==> config.mk <==
export PLATFORM = sky130hd
export DESIGN_NAME = uart_rx_frm
export DESIGN_NICKNAME = d
export VERILOG_FILES = /design/src/rtl/uart_rx_frm.sv
export SDC_FILE = /design/constraint.sdc
export NUM_CORES = 1
export LEC_CHECK = 0
export ABC_AREA = 1
export BUFFER_PORTS_ARGS = -buffer_cell sky130_fd_sc_hd__buf_2
export CAP_MARGIN = 15
export CORE_UTILIZATION = 53
export DETAILED_ROUTE_END_ITERATION = 12
export PLACE_DENSITY = 0.8
export SYNTH_ARGS = -nofsm -noshare
export SYNTH_HDL_FRONTEND = slang
export SYNTH_SLANG_ARGS = --single-unit
==> constraint.sdc <==
create_clock -name clk -period 2.1 [get_ports clk]
set_input_delay 0.315 -clock clk [delete_from_list [all_inputs] [get_ports clk]]
set_output_delay 0.315 -clock clk [all_outputs]
set_load 0.01 [all_outputs]
==> src/rtl/uart_rx_frm.sv <==
// 8N1 UART receive front-end: synchronizer, start-bit qualification, framing
// and overrun detection, and a rdy/clr_rdy byte handshake.
module uart_rx_frm #(
    parameter int BAUD_CNT = 5208,
    parameter int HALF_CNT = BAUD_CNT / 2
) (
    input  logic       clk,
    input  logic       rst_n,
    input  logic       RX,
    input  logic       clr_rdy,
    output logic [7:0] rx_data,
    output logic       rdy,
    output logic       frm_err,
    output logic       ovr
);

    localparam int CNT_W = $clog2(BAUD_CNT);
    localparam logic [CNT_W-1:0] HALF_LD = CNT_W'(HALF_CNT);
    localparam logic [CNT_W-1:0] BAUD_LD = CNT_W'(BAUD_CNT - 1);

    typedef enum logic [2:0] {
        IDLE,
        START,
        RECV,
        STOP,
        BRK
    } state_t;

    state_t           state, state_nxt;
    logic             rx_s1, rx_s2, rx_d;
    logic [CNT_W-1:0] baud_cnt, baud_nxt;
    logic [3:0]       bit_cnt, bit_nxt;
    logic [7:0]       shift, shift_nxt;
    logic [7:0]       data_nxt;
    logic             rdy_nxt, frm_nxt, ovr_nxt;
    logic             fall, tick;

    assign fall = rx_d & ~rx_s2;
    assign tick = (baud_cnt == '0);

    // NOTE: the synchronizer resets to the idle-high line level so that leaving
    // reset can never look like a start-bit falling edge.
    always_ff @(posedge clk) begin
        if (!rst_n) begin
            rx_s1 <= 1'b1;
            rx_s2 <= 1'b1;
            rx_d  <= 1'b1;
        end else begin
            rx_s1 <= RX;
            rx_s2 <= rx_s1;
            rx_d  <= rx_s2;
        end
    end

    always_ff @(posedge clk) begin
        if (!rst_n) begin
            state    <= IDLE;
            baud_cnt <= '0;
            bit_cnt  <= '0;
            shift    <= '0;
            rx_data  <= '0;
            rdy      <= 1'b0;
            frm_err  <= 1'b0;
            ovr      <= 1'b0;
        end else begin
            state    <= state_nxt;
            baud_cnt <= baud_nxt;
            bit_cnt  <= bit_nxt;
            shift    <= shift_nxt;
            rx_data  <= data_nxt;
            rdy      <= rdy_nxt;
            frm_err  <= frm_nxt;
            ovr      <= ovr_nxt;
        end
    end

    // NOTE: every output of this block is given a default first, so no path
    // through the case statement can leave one unassigned and infer a latch.
    always_comb begin
        state_nxt = state;
        baud_nxt  = tick ? baud_cnt : baud_cnt - 1'b1;
        bit_nxt   = bit_cnt;
        shift_nxt = shift;
        data_nxt  = rx_data;
        rdy_nxt   = rdy & ~clr_rdy;
        ovr_nxt   = ovr & ~clr_rdy;
        frm_nxt   = frm_err;

        case (state)
            IDLE: begin
                if (fall) begin
                    baud_nxt  = HALF_LD;
                    state_nxt = START;
                end
            end
            START: begin
                if (tick) begin
                    if (!rx_s2) begin
                        baud_nxt  = BAUD_LD;
                        bit_nxt   = '0;
                        state_nxt = RECV;
                    end else begin
                        state_nxt = IDLE;
                    end
                end
            end
            RECV: begin
                if (tick) begin
                    shift_nxt = {rx_s2, shift[7:1]};
                    bit_nxt   = bit_cnt + 4'd1;
                    baud_nxt  = BAUD_LD;
                    if (bit_cnt == 4'd7) state_nxt = STOP;
                end
            end
            STOP: begin
                if (tick) begin
                    if (rx_s2) begin
                        // Store wins over a simultaneous clr_rdy; ovr sees pre-edge rdy.
                        data_nxt  = shift;
                        rdy_nxt   = 1'b1;
                        ovr_nxt   = rdy;
                        frm_nxt   = 1'b0;
                        state_nxt = IDLE;
                    end else begin
                        frm_nxt   = 1'b1;
                        state_nxt = BRK;
                    end
                end
            end
            BRK: begin
                if (rx_s2) state_nxt = IDLE;
            end
            default: state_nxt = IDLE;
        endcase
    end

endmodule

==> reports/metrics.yaml, run 1 <==
p_leak_nw: 0.991
swShare: 0.444
final_cells: 334
fin_nets: 292
end_kind: "flip-flop"
critPathLaunchType: "flip-flop"
io_pins: 15
clock_skew_ns: 0.00482
track_usage: 0.228
layout_setup_ws_ns: 0.183
worstHoldStart: "RX"
antennaDiodeCount: 0
drive_above_1_share: 0.168
top_layer_used: "met4"
ys_types: 33
drc: 0
pre_cts_slack_ns: 0.184
fin_hold_ws_ns: 0.217
root_buffer: "clkbuf_8"
yosys_warnings: 0
max_slew_margin: 0.748
worstSkewPairLatency_ns: 0.29
cts_made_buffers: 5
finalHoldViolCount: 0
avgSynthCellArea_um2: 7.53
htree_levels: 2
seq_area_frac_synth: 0.418
grt_max_degree: 17
outcome: "finished clean"
total_power_mw: 3.52
dpl_cell_area_um2: 2120
vias: 1717
max_freq_mhz: 522
postRouteAntennaNets: 0
clk_pin_slew_ns: 0.08
drt-wirelength-per-cell_um: 11.9
grt_pass1_vias: 1683
die_x_um: 63.6
timing.rr.start: "baud_cnt[0]"
syn_area_um2: 2010
vdd_ir_drop_max_mv: 0.789
cts.sinks: 42
period_share: 0.913
place.port_buffers: 14
syn-num-nets: 274
initial_utilization: 0.549
via_per_inst: 5.14
p_per_area_nw_per_um2: 1570
gr-total-overflow: 0
cts_tree: "done"
p_clk_frac: 0.179
syn_to_final_growth_pct: 11.4
grt_antenna_before_repair: 0
worstSetupPathType: "reg2reg"
drtPass1Iterations: 4
die_area_um2: 4040
wl_met1_um: 1850
ys_seq_elements: 42
fin_setup_tns_ns: 0
hold_class: "in2reg"
coreArea_um2: 3660
fin_crit_ns: 1.92
finalSetupViolations: 0
async_reset_ff_frac: 0
drv_cap: 0
place_congestion: 0.908
die_h_um: 63.6
internal_power_mw: 1.96
wl_um: 3970
dpl.hpwl_um: 2910
dp.cells: 326
grt_pass1_wl_um: 7280
arrival_ns: 2.11
comb_power_share: 0.499
critPathMaxFanout: 16
synth-edff-count: 0
worst_pin_slew_ns: 0.378
cts_buffer_depth: 2
required_ns: 2.30
wl_met2_um: 1940
wl_met3_um: 160
maxSlewViolCount: 0
pwr-share-seq: 0.322
p_switching_mw: 1.56
postLayoutCoreUtil: 0.612
rsz0062_at_grt: "no"
drtIter0Drc: 104
design_area_um2: 2240
synthCells: 267
dominantRegCellSynth: "dfxtp_1"
crit_path_start: "baud_cnt[0]"
num_rows: 22
==> placed cells by master (no fill, tap or decap), types with 2 or more instances in the layout <==
cell,n
dfxtp_1,42
nand2_1,37
nor2_1,31
inv_1,30
a21oi_1,30
o21ai_0,28
buf_2,14
nand3_1,12
nor2_4,5
clkbuf_8,5
nor2_2,4
nand4_1,4
nor3_1,4
buf_4,4
or2_2,3
xor2_1,3
a31oi_1,3
ha_1,3
nand2_2,2
nand2_4,2
nand3_2,2
o21ai_1,2
xnor2_1,2
==> Yosys cell counts, types with 2 or more instances <==
| cell | number | area (um^2) |
|---|---|---|
| dfxtp_1 | 42 | 841 |
| nand2_1 | 37 | 139 |
| nor2_1 | 31 | 116 |
| a21oi_1 | 30 | 150 |
| inv_1 | 30 | 113 |
| o21ai_0 | 28 | 140 |
| nand3_1 | 12 | 60.1 |
| nor2_4 | 5 | 56.3 |
| nand4_1 | 4 | 25.0 |
| nor2_2 | 4 | 25.0 |
| nor3_1 | 4 | 20.0 |
| a31oi_1 | 3 | 18.8 |
| buf_6 | 3 | 33.8 |
| clkbuf_1 | 3 | 11.3 |
| ha_1 | 3 | 37.5 |
| nand2_4 | 3 | 33.8 |
| or2_2 | 3 | 18.8 |
| xor2_1 | 3 | 26.3 |
| nand2_2 | 2 | 12.5 |
| nand3_2 | 2 | 20.0 |
| o21ai_1 | 2 | 10.0 |
| xnor2_1 | 2 | 17.5 |
==> worst max-delay path, stage by stage (launching register included) <==
cell	delay, ns
dfxtp_1	0.37
inv_1	0.12
ha_1	0.19
nand2_2	0.09
nor2_4	0.17
nand2_8	0.12
ha_1	0.32
o31ai_2	0.22
o211ai_1	0.11
nand2_1	0.07
inv_1	0.04
==> cell type report <==
type / instances / area [um^2]
Sequential cell: 42 / 841
Tap cell: 48 / 60.1
Clock inverter: 2 / 37.5
Clock buffer: 6 / 72.6
Fill cell: 330 / 1420
Inverter: 32 / 121
Multi-Input combinational cell: 186 / 1010
Timing Repair Buffer: 18 / 100
==> power groups by stage <==
stage                     clock, mW  combinational, mW  sequential (mW)
after floorplan                   0               1.42             1.11
after global placement            0               1.66             1.14
after detailed placement          0               1.69             1.15
after CTS                     0.642               1.71             1.13
after global routing          0.680               2.03             1.16
final                         0.629               1.75             1.13
==> per-layer routing <==
layer | GRT usage | up-vias
met5 | 0 | -
li1 | - | 909
met2 | 0.371 | 33
met4 | 0.0852 | 0
met1 | 0.294 | 773
met3 | 0.0453 | 2
==> flip-flops by register name (all words and copies together) (netlist names) <==
name	cells
bit_cnt	4
baud_cnt	13
ovr	1
rx_s1	1
shift	8
state	3
rx_s2	1
frm_err	1
rdy	1
rx_data	8
rx_d	1
==> timing repair <==
action                                  CTS  global route
endpoints found under the hold margin     0             0
setup buffers                             0             0
resized for setup                         0             1
hold buffers                              0             0
endpoints found under the setup margin    0             2
==> final timing paths <==
| path | end | slack, ns | cells past startpoint |
|---|---|---|---|
| setup / recovery | baud_cnt[0] | 0.18 | 10 |
| hold / removal | rx_s1 | 0.22 | 2 |
| setup reg to reg | baud_cnt[0] | 0.18 | 10 |
| hold reg to reg | rx_s2 | 0.42 | 1 |
==> kinds of logic (layout without fill, tap and decap cells) <==
group,after synthesis,count (layout),share of synthesized area
DFF,42,42,0.418
AOI/OAI and AO/OA,69,69,0.187
buffers and inverters,39,58,0.0852
xor gates and xnor gates,5,5,0.0218
adders and majority gates,3,3,0.0187
and+or+nand+nor,109,109,0.269
(Power assumes the default switching activity.)
==> run 2, diff against run 1 <==
--- a/config.mk
+++ b/config.mk
@@ -5,9 +5,10 @@
 export SDC_FILE = /design/constraint.sdc
 export NUM_CORES = 1
 export LEC_CHECK = 0
-export ABC_AREA = 1
+export ABC_AREA = 0
 export BUFFER_PORTS_ARGS = -buffer_cell sky130_fd_sc_hd__buf_2
 export CAP_MARGIN = 15
+export CORE_ASPECT_RATIO = 0.75
 export CORE_UTILIZATION = 53
 export DETAILED_ROUTE_END_ITERATION = 12
 export PLACE_DENSITY = 0.8
==> reports/metrics.yaml, run 2 <==
top_register: "baud_cnt"
r2r_slack_ns: 0.11  # -0.07 ns
finalSetupViolations: 0  # unchanged
syn_to_final_growth_pct: 14.2
coreArea_um2: 3680  # +0.65%
rr_worst_depth: 4  # -6
drc: 0  # unchanged
synth_compound_area_frac: 0.261  # +0.0737
synth_xor_area_frac: 0.00424  # -0.0175
wl_met3_um: 386  # +140%
yosys.cell_count.top_type: "dfxtp_1"
worstHoldStart: "RX"
synth.area.mux_share: 0.00485  # +0.00485
drv_cap: 0  # unchanged
synth_area_leaders: "dfxtp_1 (41%), o21ai_0 (7.8%), a21oi_1 (7.0%)"
rsz0062_at_grt: "no"
max_slew_margin: 0.564  # -0.183
ys_types: 50  # +52%
arrival_ns: 2.20  # +0.09 ns
top_regs: "baud_cnt (13), rx_data (8), shift (8)"
cts_buffer_depth: 2  # unchanged
end_kind: "flip-flop"
top_layer_used: "met4"
largest_reg_flops: 13  # unchanged
crit_path_start: "baud_cnt[6]"
hold_class: "in2reg"
via_per_inst: 6.16  # +20%
finalHoldViolCount: 0  # unchanged
synth_largest_area_cell: "dfxtp_1"
async_reset_ff_frac: 0  # unchanged
timing.rr.start: "baud_cnt[6]"
synthTopCellsByCount: "dfxtp_1 (42), o21ai_0 (32), a21oi_1 (29)"
clk_pin_slew_ns: 0.08  # about the same
worstSkewPairLatency_ns: 0.29  # about the same
worstSetupPathType: "reg2reg"
htree_levels: 2  # unchanged
io_pins: 15  # unchanged
wl_met2_um: 2140  # +10%
timing.rr.end: "baud_cnt[8]"
ys_seq_elements: 42  # unchanged
die_x_um: 74.1  # +17%
hold_end: "rx_s1"
wl_um: 5050  # +27%
die_area_um2: 4150  # +2.7%
critPathMaxFanout: 4  # -12
worst_pin_slew_ns: 0.652  # +0.274 ns
drive_above_1_share: 0.189  # +0.0211
num_rows: 19  # -14%
initial_utilization: 0.561  # +0.0114
grt_antenna_before_repair: 0  # unchanged
synthSimpleGateAreaFrac: 0.263  # -0.00535
fin_crit_ns: 1.99  # +0.0741 ns
seq_area_frac_synth: 0.407  # -0.0111
synthCells: 250  # -6.4%
cts_tree: "done"
path_cells: "or4_4 > or3_2 > or3_1 > a211oi_1"
holdPathStages: 2  # unchanged
critPathLaunchType: "flip-flop"
final_cell_mix: "dfxtp_1 (42), o21ai_0 (32), a21oi_1 (29), nand3_1 (20), buf_4 (16)"
wl_met1_um: 2440  # +32%
cts.sinks: 42  # unchanged
grt_max_degree: 27  # +10
final_common_cell: "dfxtp_1"
grt_pass1_vias: 1763  # +4.8%
fill_cells: 337  # +2.1%
syn-num-nets: 257  # -6.2%
grt_pass1_wl_um: 8600  # +18%
max_freq_mhz: 502  # -3.7%
place_congestion: 0.873  # -3.9%
fin_nets: 277  # -5.1%
maxSlewViolCount: 0  # unchanged
avgSynthCellArea_um2: 8.26  # +9.7%
drt-wirelength-per-cell_um: 15.7  # +32%
required_ns: 2.31  # about the same
gr-total-overflow: 0  # unchanged
p_per_area_nw_per_um2: 1150  # -27%
fin_setup_tns_ns: 0  # unchanged
vias: 1985  # +16%
drtPass1Iterations: 5  # +1
p_leak_nw: 0.850  # -14%
syn_area_um2: 2070  # +2.7%
postRouteAntennaNets: 0  # unchanged
cp_slowest_stage_delay_ns: 0.55  # +0.18 ns
post_cts.repair.setup_buffers: 0  # unchanged
slowest_stage: "or4_4"
drtIter0Drc: 224  # +120%
synth-edff-count: 0  # unchanged
yosys_warnings: 0  # unchanged
synth_top_family_by_area: "simple AND/OR/NAND/NOR gates"
antennaDiodeCount: 0  # unchanged
dominantRegCellSynth: "dfxtp_1"
root_buffer: "clkbuf_8"
vdd_ir_drop_max_mv: 0.736  # -6.7%
die_h_um: 56.1  # -12%
period_share: 0.948  # +0.0353
clock_skew_ns: 0.00782  # +0.00301 ns
outcome: "finished clean"
synthAdderAreaFrac: 0.0182  # -0.000498
cts_made_buffers: 5  # unchanged
netlist.area_leader.share: 0.407  # -0.0111
place.port_buffers: 14  # unchanged
track_usage: 0.270  # +0.0426
total_power_mw: 2.70  # -23%
dpl.hpwl_um: 3580  # +23%
-- run 2: cell types whose count changed in the layout (fill, tap and decap cells not counted), moves of 8 or more --
cell / delta
nand2_1: -31
inv_1: -26
nor2_1: -21
buf_4: +12
nand2b_1: +8
nand3_1: +8
or3_1: +8
-- run 2: report_power, final --
part / total [mW] / internal, mW / switching, mW
combinational: 1.25 / 0.523 / 0.728
clock: 0.492 / 0.223 / 0.268
sequential: 0.961 / 0.879 / 0.0824
total: 2.70 / 1.62 / 1.08
-- run 2: how the worst max path moves through the flow --
stage                    to  cells after the start
2_1_floorplan   baud_cnt[0]                     11
3_3_place_gp   baud_cnt[11]                      4
3_5_place_dp   baud_cnt[11]                      4
4_1_cts        baud_cnt[11]                      4
5_1_grt        baud_cnt[11]                      4
6_report        baud_cnt[8]                      4
-- run 2: timing repair --
item / 4_1_cts / 5_1_grt
endpoints found under the setup margin: 0 / 2
resized for setup: 0 / 1
hold buffers: 0 / 0
-- run 2: worst max-delay path: cells and delay by family (launching register included) --
kind	cells	cell delay [ns]
AOI/OAI and AO/OA	1	0.21
DFF	1	0.35
and+or+nand+nor	3	1.34
-- run 2: layout make-up --
cell class	instances	area, um^2	area share
clock inverter	2	10.0	0.00424
multi-input combinational	186	1160	0.494
timing repair buffer	30	190	0.0806
inverter	5	18.8	0.00796
clock buffer	5	68.8	0.0292
sequential	42	841	0.356
tap	52	65.1	0.0276
-- run 2: metal layers --
| layer | vias up | track usage |
|---|---|---|
| met5 | - | 0 |
| li1 | 973 | - |
| met2 | 82 | 0.375 |
| met4 | 0 | 0.0852 |
| met1 | 917 | 0.410 |
| met3 | 13 | 0.0580 |
-- run 2: cell families after synthesis --
| logic type | after synthesis |
|---|---|
| buf+inv | 22 |
| xor+xnor | 1 |
| flops | 42 |
| fa+ha+maj | 3 |
| compound gates | 91 |
| mux | 1 |
| simple gates | 90 |
-- run 2: through the flow --
| step | area, um^2 | hold slack, ns | worst slack [ns] | std cells | util |
|---|---|---|---|---|---|
| 6_report | 2360 | 0.203 | 0.108 | 322 | 0.640 |
| 5_1_grt | 2360 | 0.205 | 0.00755 | 322 | 0.640 |
| 4_1_cts | 2350 | 0.203 | 0.0824 | 322 | 0.639 |
| 3_5_place_dp | 2270 | 0.407 | 0.105 | 315 | 0.617 |
| 3_3_place_gp | 2270 | 0.402 | 0.148 | 315 | 0.617 |
| 2_1_floorplan | 2090 | 0.386 | 0.00614 | 250 | - |
==> run 3, diff against run 2 <==
--- a/config.mk
+++ b/config.mk
@@ -12,6 +12,7 @@
 export CORE_UTILIZATION = 53
 export DETAILED_ROUTE_END_ITERATION = 12
 export PLACE_DENSITY = 0.8
+export RECOVER_POWER = 25
 export SYNTH_ARGS = -nofsm -noshare
 export SYNTH_HDL_FRONTEND = slang
 export SYNTH_SLANG_ARGS = --single-unit
==> reports/metrics.yaml, run 3 (synthesis gave the netlist of run 2 again) <==
outcome: "finished clean"
postRouteAntennaNets: 0  # unchanged
finalSetupViolations: 0  # unchanged
dpl.hpwl_um: 3580  # unchanged
worst_pin_slew_ns: 0.645  # -0.00671 ns
drt-wirelength-per-cell_um: 15.7  # +0.12%
end_kind: "flip-flop"
drc: 0  # unchanged
grt_antenna_before_repair: 0  # unchanged
final_cells: 322  # unchanged
antennaDiodeCount: 0  # unchanged
io_pins: 15  # unchanged
cts_made_buffers: 5  # unchanged
critPathMaxFanout: 4  # unchanged
fin_crit_ns: 1.99  # -0.00382 ns
largest_reg_flops: 13  # unchanged
dp.cells: 315  # unchanged
pre_cts_slack_ns: 0.105  # unchanged
path_cells: "or4_4 > or3_2 > or3_1 > a211oi_1"
initial_utilization: 0.561  # unchanged
path_buf_inv: 0  # unchanged
coreArea_um2: 3680  # unchanged
timing.rr.end: "baud_cnt[8]"
fin_setup_tns_ns: 0  # unchanged
hold_end: "rx_s1"
required_ns: 2.31  # about the same
place_congestion: 0.873  # unchanged
grtUsageMet1: 0.410  # unchanged
root_buffer: "clkbuf_8"
htree_levels: 2  # unchanged
drv_cap: 0  # unchanged
crit_family: "simple AND/OR/NAND/NOR gates"
die_h_um: 56.1  # unchanged
p_leak_nw: 0.800  # -5.9%
clk_pin_slew_ns: 0.08  # about the same
use_met3: 0.0580  # unchanged
max_slew_margin: 0.569  # +0.00448
top_usage_layer: "met1"
worstSkewPairLatency_ns: 0.29  # about the same
layout_setup_ws_ns: 0.112  # +0.00382 ns
num_rows: 19  # unchanged
top_register: "baud_cnt"
p_per_area_nw_per_um2: 1150  # +0.61%
drtPass1Iterations: 4  # -1
maxSlewViolCount: 0  # unchanged
grt_pass1_wl_um: 8600  # unchanged
cp_slowest_stage_delay_ns: 0.55  # about the same
arrival_ns: 2.20  # about the same
via_per_inst: 6.12  # -0.76%
max_freq_mhz: 503  # +0.19%
die_area_um2: 4150  # unchanged
drtIter0Drc: 251  # +12%
r2r_slack_ns: 0.11  # about the same
vias: 1970  # -0.76%
timing.rr.start: "baud_cnt[6]"
rsz0062_at_grt: "no"
final_common_cell: "dfxtp_1"
crit_path_start: "baud_cnt[6]"
critPathLaunchType: "flip-flop"
grt_max_degree: 27  # unchanged
worstHoldStart: "RX"
cts.sinks: 42  # unchanged
die_x_um: 74.1  # unchanged
top_regs: "baud_cnt (13), rx_data (8), shift (8)"
wl_um: 5060  # +0.12%
cts_buffer_depth: 2  # unchanged
fin_nets: 277  # unchanged
final_cell_mix: "dfxtp_1 (42), o21ai_0 (32), a21oi_1 (29), nand3_1 (20), buf_4 (15)"
track_usage: 0.270  # unchanged
vdd_ir_drop_max_mv: 0.738  # +0.24%
slowest_stage: "or4_4"
finalHoldViolCount: 0  # unchanged
clock_skew_ns: 0.00672  # -0.00110 ns
hold_class: "in2reg"
drive_above_1_share: 0.144  # -0.0444
rr_worst_depth: 4  # unchanged
grt_util_met2: 0.375  # unchanged
period_share: 0.947  # -0.00182
grt_pass1_vias: 1763  # unchanged
syn_to_final_growth_pct: 13.3
gr-total-overflow: 0  # unchanged
cts_tree: "done"
holdPathStages: 2  # unchanged
worstSetupPathType: "reg2reg"
place.port_buffers: 14  # unchanged
-- run 3: area by class of cell --
type	count	area, um^2
inverter	5	18.8
multi-input combinational	186	1160
fill	336	1340
clock buffer	5	68.8
clock inverter	2	10.0
sequential	42	841
timing repair buffer	30	173
tap	52	65.1
-- run 3: stage by stage --
step                hold slack, ns  utilization  area, um^2  total power [mW]
floorplan                    0.386            -        2090              1.82
finish                       0.201        0.635        2340              2.70
global route                 0.205        0.635        2340              2.88
CTS                          0.203        0.639        2350              2.68
global placement             0.402        0.617        2270              2.16
detailed placement           0.407        0.617        2270              2.19
-- run 3: worst max path at each step --
stage	depth (start not counted)	to	slack [ns]
2_1_floorplan	11	baud_cnt[0]	0.006
3_3_place_gp	4	baud_cnt[11]	0.15
3_5_place_dp	4	baud_cnt[11]	0.10
4_1_cts	4	baud_cnt[11]	0.08
5_1_grt	4	baud_cnt[11]	0.008
6_report	4	baud_cnt[8]	0.11
-- run 3: metal layers --
layer  vias up  part of all wire
li1        973                 -
met1       922              0.51
met2        70              0.43
met3         5             0.058
met4         0            0.0067
met5         -                 0
-- run 3: repair_timing --
item,CTS,global route
buffers inserted,0,0
endpoints found under the setup margin,0,2
resized for setup,0,1
hold buffers,0,0
-- run 3: report_power, final --
part	internal, mW	switching (mW)	total, mW
Sequential	0.879	0.0828	0.961
Clock	0.223	0.267	0.490
Combinational	0.522	0.726	1.25
Total	1.62	1.08	2.70
-- run 3: worst reg2reg max path: stages, from the launching register on --
cell and delay (ns):
dfxtp_1 0.35, or4_4 0.55, or3_2 0.46, or3_1 0.33, a211oi_1 0.21
